### config.mk
export PLATFORM = sky130hd
export DESIGN_NAME = transmitter
export DESIGN_NICKNAME = d
export VERILOG_FILES = /design/src/rtl/tx_pkg.sv /design/src/rtl/transmitter_baud_gen.sv /design/src/rtl/transmitter.sv
export SDC_FILE = /design/constraint.sdc
export NUM_CORES = 1
export LEC_CHECK = 0
export CORE_ASPECT_RATIO = 1.25
export CORE_MARGIN = 10
export CORE_UTILIZATION = 50
export CTS_CLUSTER_DIAMETER = 100
export DETAILED_ROUTE_END_ITERATION = 16
export GPL_TIMING_DRIVEN = 0
export PLACE_DENSITY = 0.8
export SKIP_CTS_REPAIR_TIMING = 1
export SYNTH_ARGS = -nofsm -noshare
export SYNTH_HDL_FRONTEND = slang
export SYNTH_SLANG_ARGS = --single-unit
### constraint.sdc
create_clock -name clk_i -period 1.9 [get_ports clk_i]
set_clock_uncertainty 0.1 [all_clocks]
set_input_delay 0.38 -clock clk_i [delete_from_list [all_inputs] [get_ports clk_i]]
set_output_delay 0.38 -clock clk_i [all_outputs]
set_load 0.01 [all_outputs]
### src/rtl/tx_pkg.sv
// Shared types and helpers for the UART word transmitter.
//   tx_state_t     : transmitter FSM state encoding
//   BYTES_PER_WORD : bytes in one readout word
//   find_byte()    : priority search for the lowest enabled byte at/above an index
package tx_pkg;

  typedef enum logic [1:0] {IDLE, START, DATA, STOP} tx_state_t;

  localparam int unsigned BYTES_PER_WORD = 4;
  localparam int unsigned BYTE_W         = 8;
  localparam int unsigned WORD_W         = BYTES_PER_WORD * BYTE_W;
  localparam int unsigned IDX_W          = 2;
  localparam int unsigned BIT_IDX_W      = 3;

  // Returns {found, index} of the lowest set mask bit whose index is >= from.
  // 'from' is one bit wider than an index so "past the last byte" is expressible.
  function automatic logic [IDX_W:0] find_byte(input logic [BYTES_PER_WORD-1:0] mask,
                                               input logic [IDX_W:0]            from);
    logic [IDX_W:0] res;
    res = '0;
    for (int k = BYTES_PER_WORD - 1; k >= 0; k--) begin
      if (mask[k] && ((IDX_W + 1)'(k) >= from)) begin
        res = {1'b1, IDX_W'(k)};
      end
    end
    return res;
  endfunction

endpackage

### src/rtl/transmitter_baud_gen.sv
// Bit-period timer for the UART transmitter.
//   clk_i  : system clock
//   rst_in : synchronous active-low reset
//   clr_i  : restart the bit period at count 0
//   tick_o : high during the last cycle of each bit period (registered)
module baud_gen #(
  parameter int unsigned CLKS_PER_BIT = 4
) (
  input  logic clk_i,
  input  logic rst_in,
  input  logic clr_i,
  output logic tick_o
);

  localparam int unsigned CNT_W = (CLKS_PER_BIT > 1) ? $clog2(CLKS_PER_BIT) : 1;
  localparam logic [CNT_W-1:0] LAST = CNT_W'(CLKS_PER_BIT - 1);

  logic [CNT_W-1:0] cnt_q;
  logic [CNT_W-1:0] cnt_next;

  // Wrap at the end of a period, or restart on request.
  always_comb begin
    cnt_next = cnt_q + CNT_W'(1);
    if (clr_i || (cnt_q == LAST)) begin
      cnt_next = '0;
    end
  end

  // tick is registered from the next count so it lines up with cnt_q == LAST.
  always_ff @(posedge clk_i) begin
    if (!rst_in) begin
      cnt_q  <= '0;
      tick_o <= 1'b0;
    end else begin
      cnt_q  <= cnt_next;
      tick_o <= (cnt_next == LAST);
    end
  end

endmodule

### src/rtl/transmitter.sv
// Serialises the enabled bytes of a 32-bit readout word as 8N1 UART frames,
// byte 0 first; disabled byte groups are skipped.
//   clk_i    : system clock
//   rst_in   : synchronous active-low reset
//   stb_i    : word strobe, accepted only while rdy_o = 1
//   data_i   : word to send, byte k = data_i[8k+7:8k]
//   grp_en_i : byte enable mask, bit k enables byte k
//   rdy_o    : idle, able to accept a word
//   tx_o     : serial line, idle high
module transmitter
  import tx_pkg::*;
#(
  parameter int unsigned CLK_FREQ = 100_000_000,
  parameter int unsigned BAUD     = 115_200
) (
  input  logic        clk_i,
  input  logic        rst_in,
  input  logic        stb_i,
  input  logic [31:0] data_i,
  input  logic [3:0]  grp_en_i,
  output logic        rdy_o,
  output logic        tx_o
);

  localparam int unsigned CLKS_PER_BIT = CLK_FREQ / BAUD;

  if (CLKS_PER_BIT < 2) begin : g_bad_baud
    $error("transmitter: CLK_FREQ/BAUD must be at least 2");
  end

  tx_state_t                   state_q;
  tx_state_t                   state_next;
  logic [WORD_W-1:0]           data_q;
  logic [BYTES_PER_WORD-1:0]   mask_q;
  logic [IDX_W-1:0]            byte_idx_q;
  logic [IDX_W-1:0]            byte_idx_next;
  logic [BIT_IDX_W-1:0]        bit_idx_q;
  logic [BIT_IDX_W-1:0]        bit_idx_next;
  logic [BYTE_W-1:0]           shreg_q;
  logic [BYTE_W-1:0]           shreg_next;
  logic                        tx_next;
  logic                        tick;
  logic                        clr_c;
  logic                        accept_c;
  logic [IDX_W:0]              first_c;
  logic [IDX_W:0]              above_c;

  baud_gen #(
    .CLKS_PER_BIT (CLKS_PER_BIT)
  ) u_baud_gen (
    .clk_i  (clk_i),
    .rst_in (rst_in),
    .clr_i  (clr_c),
    .tick_o (tick)
  );

  // State register.
  always_ff @(posedge clk_i) begin
    if (!rst_in) begin
      state_q <= IDLE;
    end else begin
      state_q <= state_next;
    end
  end

  // Next-state, datapath updates and line level.
  always_comb begin
    state_next    = state_q;
    byte_idx_next = byte_idx_q;
    bit_idx_next  = bit_idx_q;
    shreg_next    = shreg_q;
    tx_next       = 1'b1;
    accept_c      = 1'b0;
    first_c       = find_byte(grp_en_i, '0);
    above_c       = find_byte(mask_q, {1'b0, byte_idx_q} + (IDX_W + 1)'(1));

    unique case (state_q)
      IDLE: begin
        if (stb_i) begin
          accept_c = 1'b1;
          if (first_c[IDX_W]) begin
            state_next    = START;
            byte_idx_next = first_c[IDX_W-1:0];
          end else begin
            // Empty mask: one busy cycle through STOP, nothing on the line.
            state_next = STOP;
          end
        end
      end
      START: begin
        tx_next = 1'b0;
        if (tick) begin
          state_next   = DATA;
          bit_idx_next = '0;
          shreg_next   = data_q[{byte_idx_q, 3'b000} +: BYTE_W];
        end
      end
      DATA: begin
        tx_next = shreg_q[0];
        if (tick) begin
          shreg_next = shreg_q >> 1;
          if (bit_idx_q == BIT_IDX_W'(BYTE_W - 1)) begin
            state_next = STOP;
          end else begin
            bit_idx_next = bit_idx_q + BIT_IDX_W'(1);
          end
        end
      end
      STOP: begin
        if (mask_q == '0) begin
          state_next = IDLE;
        end else if (tick) begin
          if (above_c[IDX_W]) begin
            state_next    = START;
            byte_idx_next = above_c[IDX_W-1:0];
          end else begin
            state_next = IDLE;
          end
        end
      end
      default: state_next = IDLE;
    endcase

    // Every state change restarts the bit period.
    clr_c = (state_next != state_q);
  end

  // Datapath and output flops; tx_o trails the state by one cycle.
  always_ff @(posedge clk_i) begin
    if (!rst_in) begin
      data_q     <= '0;
      mask_q     <= '0;
      byte_idx_q <= '0;
      bit_idx_q  <= '0;
      shreg_q    <= '0;
      tx_o       <= 1'b1;
      rdy_o      <= 1'b1;
    end else begin
      if (accept_c) begin
        data_q <= data_i;
        mask_q <= grp_en_i;
      end
      byte_idx_q <= byte_idx_next;
      bit_idx_q  <= bit_idx_next;
      shreg_q    <= shreg_next;
      tx_o       <= tx_next;
      rdy_o      <= (state_next == IDLE);
    end
  end

endmodule

## Word level (Yosys, flattened, before mapping)

Cells that the tools add are included.

| word-level totals | value |
|---|---|
| register bits after elaboration | 64 |
| input bits | 39 |
| word-level logic and storage cells | 80 |

| operators by class | value |
|---|---|
| add/subtract/negate cells | 3 |
| magnitude comparators | 4 |
| eq/ne operators | 15 |
| shift-type cells | 1 |
| mux-type cells | 34 |
| reduce and logical (&&, ||, !) cells | 13 |

Operators with widths:

| kind | count |
|---|---|
| 2-to-1 mux 3 bit | 11 |
| indexed part select 32 x 6 -> 8 bit | 1 |
| 2-to-1 mux 2 bit | 12 |
| == test 10 bit (second input constant) | 2 |
| 2-to-1 mux 8 bit | 2 |
| one-hot mux 8 bit (2 select lines) | 1 |
| adder 10 x 1 -> 10 bit (second input constant) | 1 |
| 2-to-1 mux 10 bit | 1 |
| != test 2 bit (second input constant) | 5 |
| one-hot mux 2 bit (4 select lines) | 1 |
| >= comparator 1 x 3 -> 1 bit (first input constant) | 2 |
| >= comparator 2 x 3 -> 1 bit (first input constant) | 2 |
| != test 2 x 1 -> 1 bit (second input constant) | 3 |
| one-hot mux 3 bit (2 select lines) | 1 |
| AND reduction 6 bit | 1 |
| == test 2 bit (second input constant) | 2 |
| logical AND 1 bit | 4 |
| zero test 2 bit | 2 |
| zero test 4 bit | 1 |
| one-hot mux 2 bit (2 select lines) | 1 |
| AND reduction 4 bit | 1 |
| nonzero test 2 bit | 2 |
| adder 2 x 1 -> 3 bit (second input constant) | 1 |
| adder 3 x 1 -> 3 bit (second input constant) | 1 |
| 7 further kinds | 9 |

## Depth between registers and ports, before layout

| depth | value |
|---|---|
| depth after elaboration | 15 |
| mapped depth | 9 |

## Cells and area by module

From an unflattened synthesis, not the netlist that was laid out.

| unflattened totals | value |
|---|---|
| cells, all modules | 361 |
| area total of the unflattened synthesis | 3,026.7 µm² |

Modules (own cells, without submodules):

| module | instances | cells an instance | area each (µm²) | seq. area each (µm²) |
|---|---|---|---|---|
| transmitter | 1 | 294 | 2,439.8 | 1,061.0 |
| baud_gen | 1 | 67 | 586.8 | 220.2 |

## Worst setup path after synthesis

No wires, ideal clock.

| path | value |
|---|---|
| kind | reg2reg |
| start | register state_q[1] |
| end | register u_baud_gen.cnt_q[1] |
| library setup time | 0.129 ns |
| data arrival time | 1.721 ns |
| required time | 1.671 ns |
| path slack | -0.050 ns |
| stages on the path, launching flop included | 8 |
| path buffers | 1 |
| cells stage by stage | dfxtp_1 > inv_1 > ha_1 > buf_6 > or3_1 > a31o_4 > nand2_4 > nor4b_2 |

| on the way | value |
|---|---|
| word-level cells in the longest chain between the ends | 6 |
| elaborated cells between the ends (all ways) | 14 |
| classes of those cells | 4 x eq/ne; 8 x mux; 2 x reduce/logical |

Ends and longest elaborated chain:

| what | line | RTL |
|---|---|---|
| start, declared | transmitter.sv:31 | `tx_state_t state_q;` |
| start signal, assigned | transmitter.sv:62 | `state_q <= state_next;` |
| 2-to-1 mux 2 bit, on equally long branches | transmitter.sv:112, transmitter.sv:102 |  |
| 2-to-1 mux 2 bit, on equally long branches | transmitter.sv:110, transmitter.sv:100 |  |
| one-hot mux 2 bit (4 select lines) | transmitter.sv:77 | `unique case (state_q)` |
| != test 2 bit (*) | transmitter.sv:125 | `clr_c = (state_next != state_q);` |
| logical OR 1 bit (*) | transmitter_baud_gen.sv:24 | `if (clr_i \|\| (cnt_q == LAST)) begin` |
| 2-to-1 mux 10 bit (*) | transmitter_baud_gen.sv:24 |  |
| end signal, assigned | transmitter_baud_gen.sv:35 | `cnt_q <= cnt_next;` |
| end, declared | transmitter_baud_gen.sv:18 | `logic [CNT_W-1:0] cnt_q;` |

Mark *: on every way between the ends. The rest lies on a longest branch, timed or not.
A chain may end at the register's enable or synchronous reset.

## Final worst setup path

| path | value |
|---|---|
| start | register state_q[1] |
| end | register u_baud_gen.cnt_q[6] |

The elaborated chain is that of the path after synthesis.

==> results.yml <==
run_status:
  status: "complete, but fails checks"
  violations: "setup timing"
critical_path:
  crit-reg2reg-launch: "state_q[1]"
  required_ns: 2.06
  critPathKind: "register to register"
  arrival_ns: 2.21
  end_kind: "register"
  ff2ff_setup_slack_ns: -0.15
  r2r_end: "u_baud_gen.cnt_q[6]"
  critPathCapture: "u_baud_gen.cnt_q[6]"
  path_max_fanout: 5
  crit_path_start_kind: "register"
  reg2reg_depth: 8
  cp-startpoint: "state_q[1]"
synthesis:
  synth_most_common_cell: "nand2_1"
  syn-cell-area_sq_mm: 0.00323
  yosys-top-cells-area: "dfxtp_1 40%, nand2_1 9.5%, a21boi_0 8.8%, mux4_2 5.6%, mux2i_1 3.1%"
  yosysTopAreaCell: "dfxtp_1"
  synth_warnings: 0
  syn_area_per_cell_sq_um: 9.10
  synthDistinctLibCells: 52
  syn-instance-count: 355
  async_reset_ff_share_pct: 0
  synth.top_cell.area_share_pct: 39.7
  synth_ff_type: "dfxtp_1"
  synth_fp_nets: 401
  synth_common_cells: "82 x nand2_1, 64 x dfxtp_1, 38 x a21boi_0"
  synth_seq_area_share_pct: 39.7
  synth_edf_count: 0
  synth-seq-cells: 64
clocking:
  clockRootBuffer: "clkbuf_8"
  cts.path.max_buffers: 2
  cts_tree: "done"
  clock_latency_ns: 0.35
  htreeDepth: 3
  cts_buffers: 9
  clk_pin_slew_worst_paths_ns: 0.08
  cts_sinks: 64
floorplan:
  die_width_microns: 91.9
  core_area_sq_mm: 0.00625
  rows: 32
  die_h_microns: 110
  start_util_pct: 51.7
  dieArea_sq_mm: 0.0101
  io_pins: 41
final_layout:
  diodes: 0
  nets: 476
  final_design_area_no_fill_sq_mm: 0.00433
  syn2layout_area_growth_pct: 33.9
  drive_gt1_share_pct: 23.2
power:
  p_clk_share_pct: 33.7
  powerDensity_mw_per_mm2: 733
  comb_power_share_pct: 20.0
  p_sw_uw: 948
  swShare_pct: 29.9
  peakVddDrop_v: 0.000460
  seqPwrFrac_pct: 46.4
  p_int_uw: 2220
  leakagePower_uw: 0.00152
placement:
  gp_congestion: 0.852
  dpl_cell_area_sq_mm: 0.00374
  pre_cts_slack_ns: -0.373
  dp_hpwl_mm: 5.55
  io_buffers: 40
sta:
  setup-violations-final: 12
  post-route-period-util_pct: 108
  worst_slack_ns: -0.153
  slew_headroom_pct: 66.0
  rsz0062_at_grt: "true"
  tightest_slew_ns: 0.511
  finalHoldViolCount: 0
  fin_crit_ns: 2.05
  fmax_mhz: 487
  report.final.slew_viol_count: 0
  holdWs_ns: 0.368
drt:
  drtAntennaViolNets: 0
  num_vias: 2815
  highest-signal-layer: "met4"
  firstDrtPassIters: 4
  dr_wl_met2_mm: 4.35
  routedWlPerCell_microns: 15.9
  met3_length_microns: 346
  wl_mm: 8.26
  wl_met1_mm: 3.38
  first_iter_violations: 188
  drc: 0
  routed_via_density: 5.41
flow_run:
  max_cap_violations: 0
global_routing:
  grt_antenna_before_repair: 0
  grt_max_degree: 14
  grt_first_pass_wirelength_mm: 12.3
  grt.total_usage_pct: 14.8
  overflow: 0
  first_global_vias: 2690
min_path:
  hold_path.class: "register to register"
[stage by stage]
stage               cells  utilization [%]  TNS (ns)  power (uW)
global route          520             69.3     -1.74        3300
CTS                   496             62.7     -5.76        3040
finish                520             69.3    -0.945        3170
global placement      480             59.9     -7.91        1980
detailed placement    480             59.9     -9.94        1990
floorplan             355                -         0        1810
[flip-flops by register name (all words and copies together) (netlist names)]
name / flops
mask_q: 4
rdy_o: 1
u_baud_gen.tick_o: 1
state_q: 2
u_baud_gen.cnt_q: 10
data_q: 32
byte_idx_q: 2
tx_o: 1
bit_idx_q: 3
shreg_q: 8
[area by class of cell]
type | count | area (sq um)
fill | 483 | 1920
clock buffer | 9 | 124
buffer | 22 | 154
clock inverter | 7 | 53.8
timing repair buffer | 63 | 584
tap | 85 | 106
inverter | 5 | 23.8
multi-input combinational | 265 | 1990
sequential | 64 | 1290
[power by group through the flow]
stage               registers, uW  clock network, uW  logic, uW
global placement             1500                  0        482
detailed placement           1500                  0        495
finish                       1470               1070        632
global route                 1480               1130        688
floorplan                    1490                  0        322
CTS                          1470               1070        496
[per-layer routing]
metal | global-route usage, % | vias up
li1 | - | 1394
met1 | 16.6 | 1332
met2 | 26.1 | 72
met3 | 3.96 | 17
met4 | 6.07 | 0
met5 | 0 | -
[worst min-delay path by stage]
stage                from    endpoint  cells past startpoint
2_1_floorplan  data_q[16]  data_q[16]                      2
3_3_place_gp   data_q[31]  data_q[31]                      2
3_5_place_dp   data_q[29]  data_q[29]                      2
4_1_cts        data_q[17]  data_q[17]                      2
5_1_grt         data_q[1]   data_q[1]                      2
6_report       data_q[29]  data_q[29]                      2
[placed cells by master, fill, tap and decap left out, types with 4 or more instances in the layout]
cell	n
a21oi_1	9
clkbuf_2	8
xnor2_1	5
mux4_2	8
buf_4	20
nor2b_1	14
mux2i_1	10
nor2_1	20
a21boi_0	38
clkbuf_8	9
clkbuf_1	6
dfxtp_1	61
clkdlybuf4s50_1	40
buf_6	6
nand2_1	81
o21ai_0	5
nand4_1	4
nor3_1	5
nand3_1	6
nor4_4	5
[cells by family after synthesis]
group / share of synthesized area, %
compound gates: 16.5
flops: 39.7
buf+inv: 4.61
fa+ha+maj: 2.71
xor+xnor: 2.17
simple gates: 25.7
mux: 8.68
[worst max-delay path: stages, from the launching register on]
cell      delay (ns)
dfxtp_4         0.40
inv_4           0.06
ha_4            0.16
nor2b_4         0.13
o21a_1          0.21
a311oi_4        0.36
a211oi_4        0.12
buf_4           0.18
nor4b_2         0.25
No activity file was read; power rests on OpenSTA's default activity.
